==> src/rtl/simple_bus_dma_master_pkg.sv <==
// ============================================================
// simple_bus_dma_master_pkg: shared encodings for the SimpleBus DMA
// Rev 1.0
// ============================================================
`default_nettype none

package simple_bus_dma_master_pkg;

  localparam logic [2:0] S_IDLE  = 3'd0;
  localparam logic [2:0] S_READ  = 3'd1;
  localparam logic [2:0] S_WRITE = 3'd2;
  localparam logic [2:0] S_DRAIN = 3'd3;
  localparam logic [2:0] S_DONE  = 3'd4;

  typedef enum logic [2:0] {
    ST_IDLE  = S_IDLE,
    ST_READ  = S_READ,
    ST_WRITE = S_WRITE,
    ST_DRAIN = S_DRAIN,
    ST_DONE  = S_DONE
  } state_t;

  localparam logic [3:0]  MASK_ALL   = 4'hF;
  localparam logic [3:0]  MASK_NONE  = 4'h0;
  localparam int          WORD_SHIFT = 2;
  localparam logic [31:0] ADDR_ALIGN = 32'hFFFF_FFFC;

  function automatic logic [31:0] word_offset(input logic [31:0] words);
    return words << WORD_SHIFT;
  endfunction

endpackage

`default_nettype wire

==> src/rtl/simple_bus_dma_master_if.sv <==
// ============================================================
// simple_bus_dma_master_if: SimpleBus cmd/rsp channel bundle
// Rev 1.0
// ============================================================
`default_nettype none

interface simple_bus_dma_master_if;

  logic        cmd_valid;
  logic        cmd_ready;
  logic        cmd_payload_write;
  logic [31:0] cmd_payload_address;
  logic [31:0] cmd_payload_data;
  logic [3:0]  cmd_payload_mask;
  logic        rsp_valid;
  logic [31:0] rsp_payload_data;

  modport master (
    output cmd_valid, cmd_payload_write, cmd_payload_address, cmd_payload_data, cmd_payload_mask,
    input  cmd_ready, rsp_valid, rsp_payload_data
  );

  modport slave (
    input  cmd_valid, cmd_payload_write, cmd_payload_address, cmd_payload_data, cmd_payload_mask,
    output cmd_ready, rsp_valid, rsp_payload_data
  );

endinterface

`default_nettype wire

==> src/rtl/simple_bus_dma_buffer.sv <==
// ============================================================
// simple_bus_dma_buffer: BURST x 32 burst staging register file
// Rev 1.0
// ============================================================
`default_nettype none

module simple_bus_dma_buffer #(
  parameter int BURST = 4,
  parameter int IDX_W = (BURST > 1) ? $clog2(BURST) : 1
) (
  input  wire logic             clk,
  input  wire logic             i_wr_en,
  input  wire logic [IDX_W-1:0] i_wr_idx,
  input  wire logic [31:0]      i_wr_data,
  input  wire logic [IDX_W-1:0] i_rd_idx,
  output logic      [31:0]      o_rd_data
);

  logic [31:0] r_mem [BURST];

  always_ff @(posedge clk) begin
    if (i_wr_en) begin
      r_mem[i_wr_idx] <= i_wr_data;
    end
  end

  assign o_rd_data = r_mem[i_rd_idx];

endmodule

`default_nettype wire

==> src/rtl/simple_bus_dma_master.sv <==
// ============================================================
// simple_bus_dma_master: burst-wise memory-to-memory copy over SimpleBus
// Rev 1.0
// ============================================================
`default_nettype none

module simple_bus_dma_master
  import simple_bus_dma_master_pkg::*;
#(
  parameter int BURST   = 4,
  parameter int COUNT_W = 16
) (
  input  wire logic               io_mainClk,
  input  wire logic               resetCtrl_systemReset_n,
  input  wire logic               io_start,
  input  wire logic               io_abort,
  input  wire logic [31:0]        io_srcAddress,
  input  wire logic [31:0]        io_dstAddress,
  input  wire logic [COUNT_W-1:0] io_wordCount,
  output logic                    io_busy,
  output logic                    io_done,
  output logic                    io_aborted,
  simple_bus_dma_master_if.master io_bus
);

  localparam int CW = $clog2(BURST) + 1;
  localparam int IW = (BURST > 1) ? $clog2(BURST) : 1;

  state_t             r_state;
  logic [31:0]        r_src;
  logic [31:0]        r_dst;
  logic [COUNT_W-1:0] r_remaining;
  logic [CW-1:0]      r_chunk;
  logic [CW-1:0]      r_issued;
  logic [CW-1:0]      r_received;
  logic [CW-1:0]      r_wr_cnt;
  logic               r_cmd_valid;
  logic               r_cmd_write;
  logic [31:0]        r_cmd_addr;
  logic [3:0]         r_cmd_mask;
  logic               r_abort;
  logic               r_busy;
  logic               r_done;
  logic               r_aborted;

  logic               w_fire;
  logic               w_abort_any;
  logic               w_abort_now;
  logic               w_rsp_take;
  logic [CW-1:0]      w_rcv_next;
  logic [CW-1:0]      w_iss_next;
  logic [CW-1:0]      w_wr_next;
  logic [31:0]        w_chunk_bytes;
  logic [COUNT_W-1:0] w_rem_next;
  logic [31:0]        w_rd_data;

  function automatic logic [CW-1:0] f_chunk(input logic [COUNT_W-1:0] rem);
    if (rem >= COUNT_W'(BURST)) return CW'(BURST);
    return rem[CW-1:0];
  endfunction

  assign w_fire        = r_cmd_valid & io_bus.cmd_ready;
  assign w_abort_any   = io_abort | r_abort;
  // A presented command must fire before abort takes effect.
  assign w_abort_now   = w_abort_any & (~r_cmd_valid | w_fire);
  assign w_rsp_take    = io_bus.rsp_valid & (r_received != r_issued) &
                         ((r_state == ST_READ) | (r_state == ST_DRAIN));
  assign w_rcv_next    = r_received + CW'(w_rsp_take);
  assign w_iss_next    = r_issued + CW'(1);
  assign w_wr_next     = r_wr_cnt + CW'(1);
  assign w_chunk_bytes = word_offset(32'(r_chunk));
  assign w_rem_next    = r_remaining - COUNT_W'(r_chunk);

  simple_bus_dma_buffer #(.BURST(BURST), .IDX_W(IW)) u_buffer (
    .clk       (io_mainClk),
    .i_wr_en   (w_rsp_take),
    .i_wr_idx  (r_received[IW-1:0]),
    .i_wr_data (io_bus.rsp_payload_data),
    .i_rd_idx  (r_wr_cnt[IW-1:0]),
    .o_rd_data (w_rd_data)
  );

  always_ff @(posedge io_mainClk) begin
    if (!resetCtrl_systemReset_n) begin
      r_state     <= ST_IDLE;
      r_src       <= '0;
      r_dst       <= '0;
      r_remaining <= '0;
      r_chunk     <= '0;
      r_issued    <= '0;
      r_received  <= '0;
      r_wr_cnt    <= '0;
      r_cmd_valid <= 1'b0;
      r_cmd_write <= 1'b0;
      r_cmd_addr  <= '0;
      r_cmd_mask  <= MASK_NONE;
      r_abort     <= 1'b0;
      r_busy      <= 1'b0;
      r_done      <= 1'b0;
      r_aborted   <= 1'b0;
    end else begin
      r_done     <= 1'b0;
      r_aborted  <= 1'b0;
      r_received <= w_rcv_next;
      case (r_state)
        ST_IDLE: begin
          if (io_start) begin
            r_src       <= io_srcAddress & ADDR_ALIGN;
            r_dst       <= io_dstAddress & ADDR_ALIGN;
            r_remaining <= io_wordCount;
            r_busy      <= 1'b1;
            r_abort     <= 1'b0;
            if (io_wordCount == '0) begin
              r_state <= ST_DONE;
              r_done  <= 1'b1;
            end else begin
              r_state     <= ST_READ;
              r_chunk     <= f_chunk(io_wordCount);
              r_issued    <= '0;
              r_received  <= '0;
              r_cmd_valid <= 1'b1;
              r_cmd_write <= 1'b0;
              r_cmd_mask  <= MASK_NONE;
              r_cmd_addr  <= io_srcAddress & ADDR_ALIGN;
            end
          end
        end
        ST_READ: begin
          if (w_fire) begin
            r_issued <= w_iss_next;
          end
          if (w_abort_now) begin
            r_cmd_valid <= 1'b0;
            r_abort     <= 1'b0;
            r_state     <= ST_DRAIN;
          end else begin
            if (w_abort_any) begin
              r_abort <= 1'b1;
            end
            if (w_fire) begin
              if (w_iss_next == r_chunk) begin
                r_cmd_valid <= 1'b0;
              end else begin
                r_cmd_addr <= r_src + word_offset(32'(w_iss_next));
              end
            end
            if (w_rcv_next == r_chunk) begin
              r_state     <= ST_WRITE;
              r_wr_cnt    <= '0;
              r_cmd_valid <= 1'b1;
              r_cmd_write <= 1'b1;
              r_cmd_mask  <= MASK_ALL;
              r_cmd_addr  <= r_dst;
            end
          end
        end
        ST_WRITE: begin
          if (w_abort_now) begin
            r_cmd_valid <= 1'b0;
            r_cmd_write <= 1'b0;
            r_cmd_mask  <= MASK_NONE;
            r_abort     <= 1'b0;
            r_state     <= ST_DRAIN;
          end else begin
            if (w_abort_any) begin
              r_abort <= 1'b1;
            end
            if (w_fire) begin
              r_wr_cnt <= w_wr_next;
              if (w_wr_next == r_chunk) begin
                r_remaining <= w_rem_next;
                r_src       <= r_src + w_chunk_bytes;
                r_dst       <= r_dst + w_chunk_bytes;
                r_cmd_write <= 1'b0;
                r_cmd_mask  <= MASK_NONE;
                if (w_rem_next == '0) begin
                  r_cmd_valid <= 1'b0;
                  r_state     <= ST_DONE;
                  r_done      <= 1'b1;
                end else begin
                  r_state    <= ST_READ;
                  r_chunk    <= f_chunk(w_rem_next);
                  r_issued   <= '0;
                  r_received <= '0;
                  r_cmd_addr <= r_src + w_chunk_bytes;
                end
              end else begin
                r_cmd_addr <= r_dst + word_offset(32'(w_wr_next));
              end
            end
          end
        end
        ST_DRAIN: begin
          if (r_received == r_issued) begin
            r_state   <= ST_IDLE;
            r_busy    <= 1'b0;
            r_aborted <= 1'b1;
          end
        end
        ST_DONE: begin
          r_state <= ST_IDLE;
          r_busy  <= 1'b0;
        end
        default: begin
          r_state <= ST_IDLE;
          r_busy  <= 1'b0;
        end
      endcase
    end
  end

  assign io_busy    = r_busy;
  assign io_done    = r_done;
  assign io_aborted = r_aborted;

  assign io_bus.cmd_valid           = r_cmd_valid;
  assign io_bus.cmd_payload_write   = r_cmd_write;
  assign io_bus.cmd_payload_address = r_cmd_addr;
  assign io_bus.cmd_payload_mask    = r_cmd_mask;
  // Buffer contents are undefined until filled, so data is gated to reads-as-zero.
  assign io_bus.cmd_payload_data    = r_cmd_write ? w_rd_data : 32'h0;

endmodule

`default_nettype wire
==> src/flat_wrapper.sv <==
// flat-port wrapper written by rule: the top's interface ports become plain ports
module simple_bus_dma_master_flat import simple_bus_dma_master_pkg::*;
#(
  parameter int BURST   = 4,
  parameter int COUNT_W = 16
)
  (io_mainClk, resetCtrl_systemReset_n, io_start, io_abort, io_srcAddress, io_dstAddress, io_wordCount, io_busy, io_done, io_aborted, io_bus_cmd_valid, io_bus_cmd_payload_write, io_bus_cmd_payload_address, io_bus_cmd_payload_data, io_bus_cmd_payload_mask, io_bus_cmd_ready, io_bus_rsp_valid, io_bus_rsp_payload_data);
  simple_bus_dma_master_if io_bus_i ();
  input  wire logic io_mainClk;
  input  wire logic resetCtrl_systemReset_n;
  input  wire logic io_start;
  input  wire logic io_abort;
  input  wire logic [31:0] io_srcAddress;
  input  wire logic [31:0] io_dstAddress;
  input  wire logic [COUNT_W-1:0] io_wordCount;
  output logic io_busy;
  output logic io_done;
  output logic io_aborted;
  output wire logic [$bits(io_bus_i.cmd_valid)-1:0] io_bus_cmd_valid;
  output wire logic [$bits(io_bus_i.cmd_payload_write)-1:0] io_bus_cmd_payload_write;
  output wire logic [$bits(io_bus_i.cmd_payload_address)-1:0] io_bus_cmd_payload_address;
  output wire logic [$bits(io_bus_i.cmd_payload_data)-1:0] io_bus_cmd_payload_data;
  output wire logic [$bits(io_bus_i.cmd_payload_mask)-1:0] io_bus_cmd_payload_mask;
  input wire logic [$bits(io_bus_i.cmd_ready)-1:0] io_bus_cmd_ready;
  input wire logic [$bits(io_bus_i.rsp_valid)-1:0] io_bus_rsp_valid;
  input wire logic [$bits(io_bus_i.rsp_payload_data)-1:0] io_bus_rsp_payload_data;
  assign io_bus_cmd_valid = io_bus_i.cmd_valid;
  assign io_bus_cmd_payload_write = io_bus_i.cmd_payload_write;
  assign io_bus_cmd_payload_address = io_bus_i.cmd_payload_address;
  assign io_bus_cmd_payload_data = io_bus_i.cmd_payload_data;
  assign io_bus_cmd_payload_mask = io_bus_i.cmd_payload_mask;
  assign io_bus_i.cmd_ready = io_bus_cmd_ready;
  assign io_bus_i.rsp_valid = io_bus_rsp_valid;
  assign io_bus_i.rsp_payload_data = io_bus_rsp_payload_data;
  simple_bus_dma_master #(.BURST(BURST), .COUNT_W(COUNT_W)) u_core (.io_mainClk(io_mainClk), .resetCtrl_systemReset_n(resetCtrl_systemReset_n), .io_start(io_start), .io_abort(io_abort), .io_srcAddress(io_srcAddress), .io_dstAddress(io_dstAddress), .io_wordCount(io_wordCount), .io_busy(io_busy), .io_done(io_done), .io_aborted(io_aborted), .io_bus(io_bus_i));
endmodule
==> config.mk <==
export PLATFORM = sky130hd
export DESIGN_NAME = simple_bus_dma_master_flat
export DESIGN_NICKNAME = d
export VERILOG_FILES = /design/src/rtl/simple_bus_dma_master_pkg.sv /design/src/rtl/simple_bus_dma_master_if.sv /design/src/rtl/simple_bus_dma_buffer.sv /design/src/rtl/simple_bus_dma_master.sv /design/src/flat_wrapper.sv
export SDC_FILE = /design/constraint.sdc
export NUM_CORES = 1
export LEC_CHECK = 0
export ABC_CLOCK_PERIOD_IN_PS = 7050
export BUFFER_PORTS_ARGS = -buffer_cell sky130_fd_sc_hd__buf_2
export CORE_MARGIN = 2
export CORE_UTILIZATION = 56
export DETAILED_ROUTE_END_ITERATION = 10
export PLACE_DENSITY = 0.77
export SLEW_MARGIN = 10
export SYNTH_ARGS = -nofsm -noshare
export SYNTH_HDL_FRONTEND = slang
export SYNTH_HIERARCHICAL = 1
export SYNTH_SLANG_ARGS = --single-unit
==> constraint.sdc <==
create_clock -name io_mainClk -period 7.05 [get_ports io_mainClk]
set_input_delay 1.41 -clock io_mainClk [delete_from_list [all_inputs] [get_ports io_mainClk]]
set_output_delay 1.41 -clock io_mainClk [all_outputs]
set_load 0.005 [all_outputs]
# [Word level (Yosys, flattened, before mapping)]
# Memories as Yosys holds them, arrays and structs flattened. A register that Yosys moved wholly into a read port is not among the register bits.
# Cells that the tools add are included.
[classes] add_sub_neg=8 reduce_logical=19 n_bitwise=9 n_eq_ne=28 n_lt_le_gt_ge=2 muxes=126
[ops] op="32-bit 2-to-1 mux" count=19
[ops] op="32-bit by 5-bit adder with 32-bit output" count=4
[ops] op="32-bit case mux with 2 select lines" count=2
[ops] op="3-bit 2-to-1 mux" count=36
[ops] op="32-bit case mux with 3 select lines" count=1
[ops] op="16-bit 2-to-1 mux" count=4
[ops] op="1-bit 2-to-1 mux" count=43
[ops] op="16-bit by 3-bit greater-or-equal comparator with 1-bit output, second input constant" count=2
[ops] op="16-bit logical NOT" count=2
[ops] op="16-bit case mux with 2 select lines" count=1
[ops] op="4-bit 2-to-1 mux" count=7
[ops] op="3-bit case mux with 2 select lines" count=3
[ops] op="8-bit AND reduction" count=2
[ops] op="16-bit by 3-bit subtractor with 16-bit output" count=1
[ops] op="5-bit AND reduction" count=3
[ops] op="2-bit != test, second input constant" count=7
[ops] op="7-bit AND reduction" count=2
[ops] op="3-bit equality test" count=4
[ops] op="3-bit by 1-bit != test with 1-bit output, second input constant" count=4
[ops] op="3-bit case mux with 4 select lines" count=1
[ops] op="4-bit case mux with 3 select lines" count=1
[ops] op="1-bit case mux with 3 select lines" count=3
[ops] op="3-bit case mux with 3 select lines" count=1
[ops] op="9-bit AND reduction" count=1
[ops] op="other kinds (21)" count=38
[word_totals] n_memories=1 ramBits=128 in_bits=118 elab_cells=209 output_inout_bits=73 regBits=137
[mem_list] name="u_core.u_buffer.r_mem" depth=4 word_bits=32 read_ports=1 rd_clocked_by_memory_dff=1 wr=1 line_no="simple_bus_dma_buffer.sv:19" source="logic [31:0] r_mem [BURST];"

# [Depth between registers and ports, before layout]
# Gate-level depths: netlist of the first run.
[logic_depth] ltp_word=15 ltp_mapped=14 mapped_depth_nobuf=12

# [Modules after synthesis]
# Netlist of the first run, hierarchy kept.
[modules_own_cells] mod="simple_bus_dma_master" cells_each=1462 n_inst=1 seq_area_each_um2=2562.5 area_each_um2=10475.0
[modules_own_cells] mod="simple_bus_dma_buffer" cells_each=171 n_inst=1 seq_area_each_um2=3843.7 area_each_um2=4689.5

# [Worst setup path after synthesis of the first run]
# Ideal clock, no wire load.
[synth_path] kind="input to register" startpoint="in io_bus_rsp_valid" endpoint="mem u_core.u_buffer.r_mem[0][0], enable pin" n_path_buf=0 t_arrival_ns=4.042 setup_slack_ns=2.540 t_required_ns=6.582 stages=3 cell_sequence="nand2_1 -> nor2_1 -> nor3b_1"
[synth_via] elab_chain_len=4
[synth_rtl] element="start, declared" line_no="flat_wrapper.sv:25" source="input wire logic [$bits(io_bus_i.rsp_valid)-1:0] io_bus_rsp_valid;"
[synth_rtl] element="1-bit bitwise AND (2 in series)" line_no="simple_bus_dma_master.sv:66" source="assign w_rsp_take = io_bus.rsp_valid & (r_received != r_issued) &"
[synth_rtl] element="named net u_core.w_rsp_take" line_no="simple_bus_dma_master.sv:49" source="logic w_rsp_take;"
[synth_rtl] element="1-bit 2-to-1 mux" line_no="simple_bus_dma_buffer.sv:22" source="if (i_wr_en) begin"
[synth_rtl] element="1-bit 2-to-1 mux (implied by the code)" line_no="simple_bus_dma_buffer.sv:23" source="r_mem[i_wr_idx] <= i_wr_data;"
[synth_rtl] element="end, declared" line_no="simple_bus_dma_buffer.sv:19"
# The timed path passes the listed nets, and every way through them passes these cells.

# [Worst setup path in the final report of the first run]
[layout_path] startpoint="reg u_core.r_state[0]" endpoint="reg u_core.r_cmd_addr[19], in the netlist u_core/io_bus.cmd_payload_address[19]"
[layout_via] elab_chain_len=8 word_cells_on_any_way=21 classes_between="add/sub (1); eq/ne (12); mux (3); bitwise (2); reduce/logical (3)"
[layout_rtl] element="start, declared" line_no="simple_bus_dma_master.sv:29" source="state_t r_state;"
[layout_rtl] element="start signal, assigned" line_no="simple_bus_dma_master.sv:85" source="r_state <= ST_IDLE;"
[layout_rtl] element="start signal, assigned" line_no="simple_bus_dma_master.sv:114" source="r_state <= ST_DONE;"
[layout_rtl] element="start signal, assigned" line_no="simple_bus_dma_master.sv:117" source="r_state <= ST_READ;"
[layout_rtl] element="3-bit by 1-bit equality test with 1-bit output or 3-bit by 2-bit equality test with 1-bit output (tied branches)" line_no="simple_bus_dma_master.sv:67" source="((r_state == ST_READ) | (r_state == ST_DRAIN));"
[layout_rtl] element="1-bit bitwise OR *" line_no="simple_bus_dma_master.sv:67"
[layout_rtl] element="1-bit bitwise AND *" line_no="simple_bus_dma_master.sv:66"
[layout_rtl] element="named net u_core.w_rsp_take" line_no="simple_bus_dma_master.sv:49"
[layout_rtl] element="3-bit by 1-bit adder with 3-bit output *" line_no="simple_bus_dma_master.sv:68" source="assign w_rcv_next = r_received + CW'(w_rsp_take);"
[layout_rtl] element="3-bit equality test *" line_no="simple_bus_dma_master.sv:147" source="if (w_rcv_next == r_chunk) begin"
[layout_rtl] element="32-bit 2-to-1 mux" line_no="simple_bus_dma_master.sv:147"
[layout_rtl] element="32-bit 2-to-1 mux" line_no="simple_bus_dma_master.sv:132" source="if (w_abort_now) begin"
[layout_rtl] element="32-bit case mux with 3 select lines" line_no="simple_bus_dma_master.sv:105" source="case (r_state)"
[layout_rtl] element="end signal, assigned" line_no="simple_bus_dma_master.sv:124" source="r_cmd_addr <= io_srcAddress & ADDR_ALIGN;"
[layout_rtl] element="end signal, assigned" line_no="simple_bus_dma_master.sv:144" source="r_cmd_addr <= r_src + word_offset(32'(w_iss_next));"
[layout_rtl] element="end signal, assigned" line_no="simple_bus_dma_master.sv:153" source="r_cmd_addr <= r_dst;"
[layout_rtl] element="end, declared" line_no="simple_bus_dma_master.sv:39" source="logic [31:0] r_cmd_addr;"
# Mark *: on every way through the listed nets, which the timed path passes. The rest lies on a longest branch. The select of a mux whose other input is x is not followed.
# A chain may end at the register's enable or synchronous reset.

==> metrics, run 1 <==
status=finished clean; total power draw=5790 uW; gr ovfl total=0; most common flop cell mapped by yosys=edfxtp_1; min-delay src=u_core/r_remaining[0]; CP max FO=14; root buf cell=clkbuf_16; EDFF count, synth=128; critical path type=flip-flop to flip-flop; Worst Setup SP=u_core/r_state[0]; Die Y=169 um; post-detail-place hpwl=30.9 mm; Final nets=1874; simple logic cell fraction of the synthesized area=19.2%; area share of xor/xnor cells in the synthesized design=3.71%; hold-fix buffers at CTS=0; cell area after synthesis=15200 um2; FP Rows=60; Leakage=0.00636 uW; Fmax=0.221 GHz; # Post-CTS Setup Buffers=0; TritonCTS Buffers=27; Hold EP=u_core/r_remaining[0]; CTS clk-pin slew, worst paths=70 ps; FFs w/ async S/R, synth=0%; number of vias per cell=6.63; H-tree depth=1; Seq/Total Area, Yosys=42.2%; vias in the first global route=13.0k; RR Endpoint=u_core/io_bus.cmd_payload_address[19]; Adder-Cell Fraction of Synth Area=2.23%; worst slew pin tran=1280 ps; reg2reg path depth=13; Initial DRC Count=1571; Resized cells post-CTS=0; Routed WL per cell=21.9 um; TritonCTS clock tree=done; setup slack after layout=2520 ps; PD cells=339 nW/um2; Setup violations, final=0; Final Critical Period=4530 ps; initial antenna violation count=1; Worst R2R Setup Slack=2520 ps; number of port buffers=186; first drt pass iteration count=7; post-synthesis cell count=1633; final cell count without fillers=2094; final antenna-violating net count=0; reg2reg start=u_core/r_state[0]; Tcrit/Tclk final=64.3%; residual DRC count=0; Routability Congestion=0.920; syn nets=1775; Fin. Hold Viols=0; Inserted Diodes=0; Max Cap Viol=0; Core Box Area=26800 um2; clock latency on the worst-skew pair=560 ps; Synth area leader=edfxtp_1; maximum buffer depth of the clock tree=3; clk sinks=256; die area=28400 um2; critical path endpoint category=flip-flop; syn avg cell area=9.29 um2; HP Class=flip-flop to flip-flop; Post-Place Cells=2044; largest net degree at the start of global routing=98; Synth area leaders=edfxtp_1, dfxtp_1, mux4_2; worst clock skew=24.1 ps; slew margin rel.=13.6%; Final TNS setup=0 ps; via count=13.9k; chip width=169 um; utilization after layout=63.7%; Seq cells post-synth=256; post-synthesis cell type count=87; portion of netlist area occupied by mux cells=7.19%; Worst Path Arrival=4960 ps; fin. max-slew vios=0; required time of the worst setup path=7480 ps; post-synth top area share=25.3%; Synth Warn #=6; largest family of logic cells by synthesized area=compound AO/OA/AOI/OAI gates; WHS Path Cells=2; first-pass GRT wire length=71.1 mm; pre-CTS setup slack=2330 ps; Compound-Gate Fraction of Synth Area=20.2%; layout cells sized above 1=18.1%; Starting Density=56.6%; startpoint types=flip-flop; RSZ-0062 raised after global routing=no; num ports=191; VDD IR max=0.219 mV; Detailed Route WL=45.8 mm; Area Growth Syn to Fin=12.5%; all-layer global routing usage=31.4%
## where the power goes
group	switching (uW)	internal, uW	leakage [uW]
sequential	330	1780	0.00220
combinational	1380	855	0.00370
clock	610	836	0.000456
## flip-flops by register name, indices dropped and copies added (netlist names)
signal                             cells
u_core/u_buffer/r_mem                128
u_core/io_busy                         1
u_core/r_dst                          30
u_core/r_issued                        3
u_core/io_bus.cmd_payload_mask         1
u_core/r_abort                         1
u_core/io_done                         1
u_core/r_src                          30
u_core/io_bus.cmd_valid                1
u_core/r_state                         3
u_core/r_received                      3
u_core/r_remaining                    16
u_core/r_wr_cnt                        3
u_core/io_bus.cmd_payload_address     31
u_core/r_chunk                         3
u_core/io_aborted                      1
## cells by family after synthesis
family / after synthesis
AND/OR/NAND/NOR: 581
AO/OA/AOI/OAI: 466
adder cells (fa/ha/maj): 24
XOR/XNOR: 56
flip-flops: 256
buffers and inverters: 182
multiplexers: 68
## worst max-delay path by stage
stage	endpoint	slack, ps	cells past startpoint
floorplan	u_core/u_buffer/r_mem[0][0]	2540	3
global route	u_core/io_bus.cmd_payload_address[19]	2200	13
global placement	u_core/io_bus.cmd_payload_address[19]	2410	13
detailed placement	u_core/io_bus.cmd_payload_address[19]	2330	13
CTS	u_core/io_bus.cmd_payload_address[27]	2640	10
finish	u_core/io_bus.cmd_payload_address[19]	2520	13
## Yosys cell counts (all sizes together) (32+ instances only)
library cell  count
a21oi           106
a22oi            40
and2             41
clkbuf          124
dfxtp           128
edfxtp          128
inv              36
mux2i            35
mux4             32
nand2           160
nand3            36
nand4            36
nor2            133
nor3             43
nor4             33
o21ai           116
## worst max-delay path, cell delays in order, from the launching register on
cell and delay, ps:
dfxtp_1 670, nor2b_1 420, nand2_1 110, nor2_1 250, ha_1 220, ha_1 230
xor3_1 290, o31ai_2 1030, buf_4 360, o22ai_1 180, o21ai_0 220, o211ai_1 100
o21ai_0 220, mux2i_1 100
## placed cells by master, fill, tap and decap left out, types with 40 or more instances in the layout
cell type	instances
buf_2	186
nand2_1	160
nor2_1	133
edfxtp_1	128
dfxtp_1	127
o21ai_0	115
a21oi_1	106
nor3_1	42
and2_1	40
a22oi_1	40
## layout make-up
| cell class | instances | area (um2) |
|---|---|---|
| fillers | 2211 | 9740 |
| multi-input cells | 1195 | 8030 |
| flip-flops and latches | 256 | 6410 |
| repair buffers | 216 | 1160 |
| clock buffers | 33 | 749 |
| well taps | 341 | 427 |
| clock inverters | 17 | 161 |
| inverters | 36 | 135 |
## stage by stage
stage	hold WS (ps)	instance area [um2]
final	454	17100
after global routing	482	17100
after CTS	455	17100
after detailed placement	445	16200
after global placement	441	16200
after floorplan	432	15200
## routing by layer
| layer | up-vias | track usage [%] | routed length, um |
|---|---|---|---|
| met3 | 148 | 4.26 | 4080 |
| met5 | - | 0 | 13 |
| met2 | 782 | 52.5 | 21600 |
| met1 | 6570 | 41.3 | 18000 |
| li1 | 6385 | - | - |
| met4 | 2 | 13.6 | 2180 |
Note: power is estimated with default switching activity, not from simulation.
==> run 2: changes to the inputs <==
Settings changed: ABC_AREA set to 1, ABC_CLOCK_PERIOD_IN_PS 7050 to 4570.
Clock period 7.05 ns to 4.57 ns, I/O delays scaled along.
==> run 2 against run 1 <==
Compared with the run above: clock power grew 71%; cell area grew 5.9%; clock skew shrank 6.2 ps; area after synthesis grew 5.4%; non-clock buffer count shrank 4; sequential cell count is the same; register-to-register slack lost 1700 ps; via count grew 16%; hold slack lost 12 ps; setup slack lost 1700 ps; critical endpoint is now io_bus_cmd_payload_data[31]; largest cell class unchanged; largest power group unchanged.
==> metrics, run 2 <==
root buf cell=clkbuf_16; all-layer global routing usage=32.6% (+1.2 points); Starting Density=57.2% (+0.64 points); critical path type=flip-flop to output port; Synth area leaders=edfxtp_1, nand2_1, dfxtp_1; Resized cells post-CTS=0 (unchanged); number of port buffers=186 (unchanged); cell area after synthesis=16000 um2 (+5.4%); post-detail-place hpwl=35.0 mm (+13%); commonest non-fill, non-tap cell in the layout=nand2_1; Fillers=2559 (+16%); most common library cells after synthesis=nand2_1, inv_1, nor2_1; gr ovfl total=0 (unchanged); maximum buffer depth of the clock tree=3 (unchanged); syn avg cell area=6.78 um2 (-27%); post-synth top area share=24.0% (-1.3 points); Core Box Area=27900 um2 (+4.2%); largest net degree at the start of global routing=75 (-23%); Seq cells post-synth=256 (unchanged); Final TNS setup=0 ps (unchanged); RSZ-0062 raised after global routing=no; Final Critical Period=3800 ps; Routability Congestion=1.01 (+9.4%); Max Cap Viol=0 (unchanged); worst slew pin tran=1100 ps (-179 ps); initial antenna violation count=0 (-1); FF+latch area=6410 um2 (about the same); Hold WS=442 ps (-12.1 ps); CP max stage cell=inv_2; Routed WL per cell=17.2 um (-21%); CTS clk-pin slew, worst paths=60 ps (about the same); TritonCTS clock tree=done; residual DRC count=0 (unchanged); Synth Warn #=6 (unchanged); CP bufs+invs=4 (+3); Worst Path Arrival=2880 ps (-2080 ps); Inserted Diodes=0 (unchanged); number of vias per cell=5.56 (-16%); TritonCTS Buffers=29 (+7.4%); Fin. Hold Viols=0 (unchanged); first-pass GRT wire length=79.1 mm (+11%); first drt pass iteration count=7 (unchanged); Initial DRC Count=1609 (+2.4%); worst clock skew=17.9 ps (-6.23 ps); area of the multi-input gates=7730 um2 (-3.6%); EDFF count, synth=128 (unchanged); critical path endpoint category=output port; max reg flops=128 (unchanged); Fmax=0.263 GHz; PD cells=656 nW/um2 (+94%); final antenna-violating net count=0 (unchanged); most common flop cell mapped by yosys=edfxtp_1; Final nets=2634 (+41%); total power draw=11900 uW (+100%); slew margin rel.=26.6% (+13 points); FP Rows=61 (+1.7%); num ports=191 (unchanged); # Post-CTS Setup Buffers=0 (unchanged); Setup violations, final=0 (unchanged); Top delay family on crit path=buffers and inverters; layout cells sized above 1=12.7% (-5.4 points); H-tree depth=1 (unchanged); status=finished clean; vias in the first global route=15.2k (+17%); fin. max-slew vios=0 (unchanged); startpoint types=flip-flop; Tcrit/Tclk final=83.1%; crit-path max cell delay=640 ps (-390 ps); clock latency on the worst-skew pair=560 ps (about the same); chip width=173 um (+2.6%); HP Class=flip-flop to flip-flop; Biggest register=u_core/u_buffer/r_mem; FFs w/ async S/R, synth=0% (unchanged); Leakage=0.00850 uW (+34%); crit path cell chain=buf_4, inv_2, nand2_1, nand3_1, nand2_1, nand2_1, inv_1, buf_2; count leader, synth=nand2_1; VDD IR max=0.400 mV (+83%); hold-fix buffers at CTS=0 (unchanged); syn nets=2498 (+41%); Top cell by count, worst path=nand2_1; CP max FO=65 (+51); post-synthesis cell count=2356 (+44%); clk sinks=256 (unchanged); Seq/Total Area, Yosys=40.1% (-2.2 points); post-synthesis cell type count=49 (-44%); Die Y=173 um (+2.6%); required time of the worst setup path=3660 ps (-3820 ps); die area=29900 um2 (+5.3%); Area Growth Syn to Fin=13.0%; via count=16.1k (+16%); Synth area leader=edfxtp_1; most frequent cells in the layout=nand2_1, inv_1, nor2_1; Detailed Route WL=49.7 mm (+8.5%)
[run 2: layout make-up]
type                       count  area share (%)
multi-input combinational   1644            42.8
sequential                   256            35.5
inverter                     349            7.25
timing repair buffer         212            6.23
clock buffer                  35            4.36
tap                          378            2.62
clock inverter                18            1.27
[run 2: final timing paths]
| path | start | end | slack, ps | cells after the start |
|---|---|---|---|---|
| hold / removal | u_core/io_bus.cmd_payload_address[1] | u_core/io_bus.cmd_payload_address[1] | 440 | 2 |
| setup reg to reg | u_core/r_chunk[1] | u_core/io_bus.cmd_payload_address[3] | 860 | 17 |
| hold reg to reg | u_core/io_bus.cmd_payload_address[1] | u_core/io_bus.cmd_payload_address[1] | 440 | 2 |
| setup / recovery | u_core/r_wr_cnt[0] | io_bus_cmd_payload_data[31] | 770 | 8 |
[run 2: tightest hold or removal path: cells and delay by family (launching register included)]
| kind | cells | cell delay [ps] |
|---|---|---|
| flops | 1 | 310 |
| simple gates | 2 | 80 |
[run 2: routing by layer]
layer	routed length [um]	vias up	share of wire (%)	global-route usage [%]
li1	-	7813	-	-
met3	4190	151	8.4	4.11
met5	0	-	0	0
met1	20400	7373	41	42.8
met2	22500	748	45	53.2
met4	2640	0	5.3	16.8
[run 2: power by group]
group	leakage, uW	switching, uW	internal [uW]	total (uW)
combinational	0.00579	3930	1850	5780
clock	0.000494	973	1510	2480
sequential	0.00221	688	2910	3600
[run 2: logic make-up after synthesis]
kind of cell,share of synthesized area (%)
and+or+nand+nor,33.5
buffers and inverters,11.7
AOI/OAI and AO/OA,10.6
DFF,40.1
xor gates and xnor gates,1.97
adders and majority gates,2.11
[run 2: stage by stage]
step | cells | utilization, % | cell area (um2) | setup slack, ps
floorplan | 2356 | - | 16000 | 775
global placement | 2839 | 61.0 | 17100 | 854
detailed placement | 2839 | 61.0 | 17100 | 720
CTS | 2892 | 64.7 | 18100 | 782
global route | 2892 | 64.7 | 18100 | 536
finish | 2892 | 64.7 | 18100 | 774
